**config.mk**
```make
export PLATFORM = sky130hd
export DESIGN_NAME = sevseg_scan_driver
export DESIGN_NICKNAME = d
export VERILOG_FILES = /design/src/rtl/sevseg_pkg.sv /design/src/rtl/sevseg_scan_timer.sv /design/src/rtl/sevseg_scan_driver.sv
export SDC_FILE = /design/constraint.sdc
export NUM_CORES = 1
export LEC_CHECK = 0
export ABC_CLOCK_PERIOD_IN_PS = 5900
export BUFFER_PORTS_ARGS = -buffer_cell sky130_fd_sc_hd__buf_2
export CORE_UTILIZATION = 38
export CTS_BUF_LIST = sky130_fd_sc_hd__clkbuf_16
export CTS_CLUSTER_DIAMETER = 200
export DETAILED_ROUTE_END_ITERATION = 8
export PLACE_DENSITY = 0.55
export SKIP_LAST_GASP = 1
export SLEW_MARGIN = 20
export SYNTH_ARGS = -nofsm -noshare
export SYNTH_HDL_FRONTEND = slang
export SYNTH_HIERARCHICAL = 1
export SYNTH_SLANG_ARGS = --single-unit
```
**constraint.sdc**
```tcl
create_clock -name clk -period 5.9 [get_ports clk]
set_input_delay 1.18 -clock clk [delete_from_list [all_inputs] [get_ports clk]]
set_output_delay 1.18 -clock clk [all_outputs]
set_load 0.02 [all_outputs]
```
**src/rtl/sevseg_pkg.sv**
```systemverilog
// Shared constants and the hex-to-segment decoder for the 7-segment scan driver.
// Segment codes are active-low, bit 6 = g ... bit 0 = a.
package sevseg_pkg;

    localparam logic [6:0] SEG_BLANK  = 7'h7F;
    localparam logic [6:0] SEG_ALL_ON = 7'h00;

    localparam logic [6:0] SEG_CODES [16] = '{
        7'h40, 7'h79, 7'h24, 7'h30, 7'h19, 7'h12, 7'h02, 7'h78,
        7'h00, 7'h10, 7'h08, 7'h03, 7'h46, 7'h21, 7'h06, 7'h0E
    };

    function automatic logic [6:0] seg_decode(input logic [3:0] nibble);
        return SEG_CODES[nibble];
    endfunction

endpackage

```
**src/rtl/sevseg_scan_timer.sv**
```systemverilog
// Scan timing for the 7-segment driver: a prescaler that sets the length of
// each digit slot and a round-robin digit index. roundDone pulses for the
// single clock in which the last digit's slot ends and the index wraps to 0.
module sevseg_scan_timer #(
    parameter int NUM_DIGITS = 4,
    parameter int SCAN_DIV   = 50000,
    localparam int IDX_W     = (NUM_DIGITS > 1) ? $clog2(NUM_DIGITS) : 1,
    localparam int PRE_W     = $clog2(SCAN_DIV)
) (
    input  logic             clk,
    input  logic             resetN,
    output logic [IDX_W-1:0] index,
    output logic             roundDone
);

    logic [PRE_W-1:0] prescaler_r;
    logic [IDX_W-1:0] index_r;
    logic             slotEnd_s;
    logic             lastDigit_s;

    assign slotEnd_s   = (prescaler_r == PRE_W'(SCAN_DIV - 1));
    assign lastDigit_s = (index_r == IDX_W'(NUM_DIGITS - 1));
    assign roundDone   = slotEnd_s & lastDigit_s;
    assign index       = index_r;

    // Advance the prescaler every clock and step the digit index at each slot end.
    always_ff @(posedge clk) begin
        if (!resetN) begin
            prescaler_r <= {PRE_W{1'b0}};
            index_r     <= {IDX_W{1'b0}};
        end else begin
            if (slotEnd_s) begin
                prescaler_r <= {PRE_W{1'b0}};
                if (lastDigit_s) begin
                    index_r <= {IDX_W{1'b0}};
                end else begin
                    index_r <= index_r + 1'b1;
                end
            end else begin
                prescaler_r <= prescaler_r + 1'b1;
            end
        end
    end

endmodule

```
**src/rtl/sevseg_scan_driver.sv**
```systemverilog
// Multiplexed common-anode 7-segment driver: latches a packed hex value on
// load, scans the digits round-robin and drives an active-low segment bus and
// active-low digit enables, with dark mode, lamp test and leading-zero
// blanking. Optional per-digit blinking is built when SEVSEG_BLINK_EN is defined.
module sevseg_scan_driver
    import sevseg_pkg::*;
#(
    parameter int NUM_DIGITS = 4,
    parameter int SCAN_DIV   = 50000,
    parameter int BLINK_DIV  = 64
) (
    input  logic                    clk,
    input  logic                    resetN,
    input  logic [4*NUM_DIGITS-1:0] value_in,
    input  logic                    load,
    input  logic                    darkN,
    input  logic                    LampTest,
    input  logic                    lzb_en,
    input  logic [NUM_DIGITS-1:0]   blink_mask,
    output logic [6:0]              ss,
    output logic [NUM_DIGITS-1:0]   digit_selN
);

    localparam int IDX_W = (NUM_DIGITS > 1) ? $clog2(NUM_DIGITS) : 1;

    logic [4*NUM_DIGITS-1:0] shadow_r;
    logic [6:0]              ss_r;
    logic [NUM_DIGITS-1:0]   digitSel_r;
    logic [IDX_W-1:0]        index_s;
    logic                    roundDone_s;
    logic [NUM_DIGITS-1:0]   lzbMask_s;
    logic [NUM_DIGITS-1:0]   blinkMask_s;
    logic [NUM_DIGITS-1:0]   scanSelN_s;
    logic                    zerosAbove_s;
    logic [3:0]              nibble_s;
    logic                    blanked_s;
    logic [6:0]              ssNext_s;
    logic [NUM_DIGITS-1:0]   selNext_s;

    sevseg_scan_timer #(
        .NUM_DIGITS (NUM_DIGITS),
        .SCAN_DIV   (SCAN_DIV)
    ) u_timer (
        .clk       (clk),
        .resetN    (resetN),
        .index     (index_s),
        .roundDone (roundDone_s)
    );

    // Shadow register holding the displayed value; a load always wins.
    always_ff @(posedge clk) begin
        if (!resetN) begin
            shadow_r <= {(4*NUM_DIGITS){1'b0}};
        end else if (load) begin
            shadow_r <= value_in;
        end
    end

`ifdef SEVSEG_BLINK_EN
    localparam int BC_W = (BLINK_DIV > 1) ? $clog2(BLINK_DIV) : 1;

    logic [BC_W-1:0] blinkCnt_r;
    logic            blinkPhase_r;

    // Count full scan rounds and flip the blink phase every BLINK_DIV rounds.
    always_ff @(posedge clk) begin
        if (!resetN) begin
            blinkCnt_r   <= {BC_W{1'b0}};
            blinkPhase_r <= 1'b0;
        end else if (roundDone_s) begin
            if (blinkCnt_r == BC_W'(BLINK_DIV - 1)) begin
                blinkCnt_r   <= {BC_W{1'b0}};
                blinkPhase_r <= ~blinkPhase_r;
            end else begin
                blinkCnt_r <= blinkCnt_r + 1'b1;
            end
        end
    end

    assign blinkMask_s = blinkPhase_r ? blink_mask : {NUM_DIGITS{1'b0}};
`else
    logic unusedBlink_s;

    // Without blinking the mask, round pulse and blink divider have no effect.
    assign unusedBlink_s = ^{blink_mask, roundDone_s, 32'(BLINK_DIV)};
    assign blinkMask_s   = {NUM_DIGITS{1'b0}};
`endif

    // Leading-zero mask: digit i > 0 goes dark when it and every higher nibble are zero.
    always_comb begin
        lzbMask_s    = {NUM_DIGITS{1'b0}};
        zerosAbove_s = lzb_en;
        for (int i = NUM_DIGITS - 1; i >= 1; i--) begin
            zerosAbove_s = zerosAbove_s & (shadow_r[4*i +: 4] == 4'h0);
            lzbMask_s[i] = zerosAbove_s;
        end
    end

    // Pick the current digit's nibble, blank flag and one-hot-low enable.
    always_comb begin
        nibble_s   = 4'h0;
        blanked_s  = 1'b0;
        scanSelN_s = {NUM_DIGITS{1'b1}};
        for (int i = 0; i < NUM_DIGITS; i++) begin
            if (index_s == IDX_W'(i)) begin
                nibble_s      = shadow_r[4*i +: 4];
                blanked_s     = lzbMask_s[i] | blinkMask_s[i];
                scanSelN_s[i] = 1'b0;
            end else begin
                scanSelN_s[i] = 1'b1;
            end
        end
    end

    // Output priority: dark, then lamp test, then the scanned digit.
    always_comb begin
        ssNext_s  = SEG_BLANK;
        selNext_s = {NUM_DIGITS{1'b1}};
        if (!darkN) begin
            ssNext_s  = SEG_BLANK;
            selNext_s = {NUM_DIGITS{1'b1}};
        end else if (LampTest) begin
            ssNext_s  = SEG_ALL_ON;
            selNext_s = {NUM_DIGITS{1'b0}};
        end else begin
            selNext_s = scanSelN_s;
            if (blanked_s) begin
                ssNext_s = SEG_BLANK;
            end else begin
                ssNext_s = seg_decode(nibble_s);
            end
        end
    end

    // Register the segment bus and digit enables.
    always_ff @(posedge clk) begin
        if (!resetN) begin
            ss_r       <= SEG_BLANK;
            digitSel_r <= {NUM_DIGITS{1'b1}};
        end else begin
            ss_r       <= ssNext_s;
            digitSel_r <= selNext_s;
        end
    end

    assign ss         = ss_r;
    assign digit_selN = digitSel_r;

endmodule

```
==> key figures <==
Drt
  • Wire per inst: about 13 um
  • Vias: 1579
  • Starting DRT DRC Count: ~70
  • Via density: approximately 5.0
  • Post-route ant nets: 0
  • # DRC: 0
  • Routed WL: ~4000 um
  • Initial DRT Pass Iterations: 4

Pwr
  • Power share of the clock group: 0.404
  • Sequential power share: 0.499
  • Leakage power: 1.02 nW
  • Peak VDD IR: between 0.1 and 0.15 mV
  • Int Pwr: 0.499 mW
  • Power density cells: around 260 nW/um2
  • Sw Share: 0.233
  • Comb pwr share: 0.097
  • Net switching power figure: between 0.15 and 0.2 mW

Floorplanning
  • Area of the core: ~5500 um2
  • DIE HEIGHT: roughly 77 um
  • Cell Rows: 27
  • Die width: 77.2 um
  • Initial Util: 0.393
  • Die area: ~6000 um2
  • IO Pins: 37

Synth
  • Post-Syn Area: 2150 um2
  • Synthesized Nets: ~250
  • Synthesis Warnings: 6
  • Synth Instances: around 210
  • Syn Area/Cell: ~10 um2

STA
  • Setup_tns: 0 ns
  • RSZ-0062 raised after global routing: false
  • Crit path time final: about 2.3 ns
  • Slew margin rel.: 0.641
  • Final setup viols: 0
  • Final cycle utilization of the critical path: 0.391
  • Fin. Hold Viols: 0
  • Slew @ Worst Pin: around 0.54 ns
  • Clk_skew: around 0.0025 ns
  • Final Max Tran Viols: 0
  • Max Freq: 434 MHz

Worst setup path
  • Required @ worst endpoint: 6.07 ns
  • FF-to-FF End: ss[0]
  • FF-to-FF setup slack: roughly 3.6 ns
  • CP startpoint kind: register
  • Worst setup path class: register to register
  • Crit path DAT: 2.47 ns
  • Worst R2R Path Depth: 5
  • Reg2reg start: u_timer/index[0]
  • CP Max Fanout: 13
  • Critical Path Sink Type: register

Clocking
  • H-tree depth: 2
  • Clk slew on worst S/H paths: roughly 0.060 ns
  • CTS tree: yes
  • Hold_buf cts: 0
  • CTS Buf Count: 5
  • Skew-Pair Late Insertion Delay: around 0.28 ns
  • CTS sink cnt: 45
  • Clk root buf: clkbuf_16
  • Post-CTS Setup Inserts: 0
  • Post-CTS Resized: 0
  • CTS Buffer Depth: 2

Min path
  • Min-Delay Endpoint: u_timer/prescaler_r[0]
  • Worst Hold Class: register to register
  • Hold Crit Start: u_timer/prescaler_r[0]
  • Hold Path Stages: 1

Cells and area
  • Final Cell Area: 2490 um2
  • Share of cells above drive strength 1: 0.215
  • Final core utilization: 0.456
  • Layout area overhead: 16.0%
  • Nets: 279
  • Number of diodes: 0
  • Area of the multi-input gates: 1190 um2
  • Total area of sequential cells: 901 um2
  • # fillers: ~560

Run
  • # Max-Cap Violations: 0

Placement
  • Dpl hpwl: 2910 um
  • Buffers on Ports: 32
  • GP Congestion: 0.763
  • Post-DP Area: ~2400 um2

Global route
  • Number of global-route vias before repair: about 1500
  • First-pass GRT wire length: 7060 um
  • Gr usage total: 0.149
  • Largest net degree at the start of global routing: 25
  • Initial antenna violation count: 0
  • Grt ovf: 0

Outcome
  • Outcome: completed
==> power groups by stage <==
| stage | Combinational [mW] | Clock [mW] | Sequential [mW] |
|---|---|---|---|
| after floorplan | 0.0379 | 0 | 0.336 |
| after global placement | 0.0630 | 0 | 0.331 |
| after detailed placement | 0.0633 | 0 | 0.332 |
| after CTS | 0.0636 | 0.272 | 0.325 |
| after global routing | 0.0707 | 0.284 | 0.326 |
| final | 0.0633 | 0.263 | 0.325 |
==> metrics by stage <==
step | total power, mW | worst slack (ns) | cells | hold slack (ns)
floorplan | 0.374 | 3.73 | 214 | 0.426
global placement | 0.394 | 3.65 | 310 | 0.445
detailed placement | 0.395 | 3.63 | 310 | 0.462
CTS | 0.660 | 3.59 | 318 | 0.475
global route | 0.681 | 3.40 | 318 | 0.523
finish | 0.651 | 3.59 | 318 | 0.471
==> metal layers <==
layer	global-route usage	vias up	share of wire
li1	-	820	-
met1	0.206	720	0.55
met2	0.222	32	0.40
met3	0.0286	7	0.032
met4	0.0679	0	0.018
met5	0	-	0
==> layout by cell type, fill, tap and decap left out, types with 2 or more instances in the layout <==
cell / instances
a21boi_1: 2
nor4_2: 4
inv_1: 3
nand4_1: 4
ha_1: 8
buf_2: 32
a21oi_1: 11
clkinv_1: 2
mux2i_1: 19
xor2_1: 4
and4bb_1: 2
nand3_1: 7
xnor2_1: 9
nand2_1: 11
dfxtp_1: 45
mux4_2: 4
nor2b_1: 19
nor4_1: 5
and3_1: 5
o21ai_1: 2
o21ai_0: 8
nor2_1: 18
and2_1: 2
clkbuf_16: 5
==> final cells by class <==
cell class | instances | area share
multi-input cells | 157 | 0.477
flip-flops and latches | 45 | 0.361
repair buffers | 32 | 0.0642
clock buffers | 5 | 0.0502
well taps | 72 | 0.0361
inverters | 4 | 0.00602
clock inverters | 3 | 0.00502
==> state kept, by name, indices dropped and copies added (netlist names) <==
name / count
shadow_r: 16
u_timer/prescaler_r: 16
ss: 7
digit_selN: 4
u_timer/index: 2
==> worst max-delay path by stage <==
stage	start	to	slack (ns)	cells past startpoint
final	u_timer/index[0]	ss[0]	3.59	5
after global routing	u_timer/index[0]	ss[1]	3.40	6
after CTS	u_timer/index[0]	ss[0]	3.59	5
after detailed placement	u_timer/index[0]	ss[0]	3.63	5
after global placement	u_timer/index[0]	ss[0]	3.65	5
after floorplan	load	shadow_r[10]	3.73	4
==> worst max-delay path, stage by stage, from the launching register on <==
cell and delay (ns):
dfxtp_1 0.66, mux4_2 0.63, ha_1 0.29, mux2_4 0.29, a221oi_2 0.22, a21oi_1 0.09
Power figures use the tool's default switching activity.
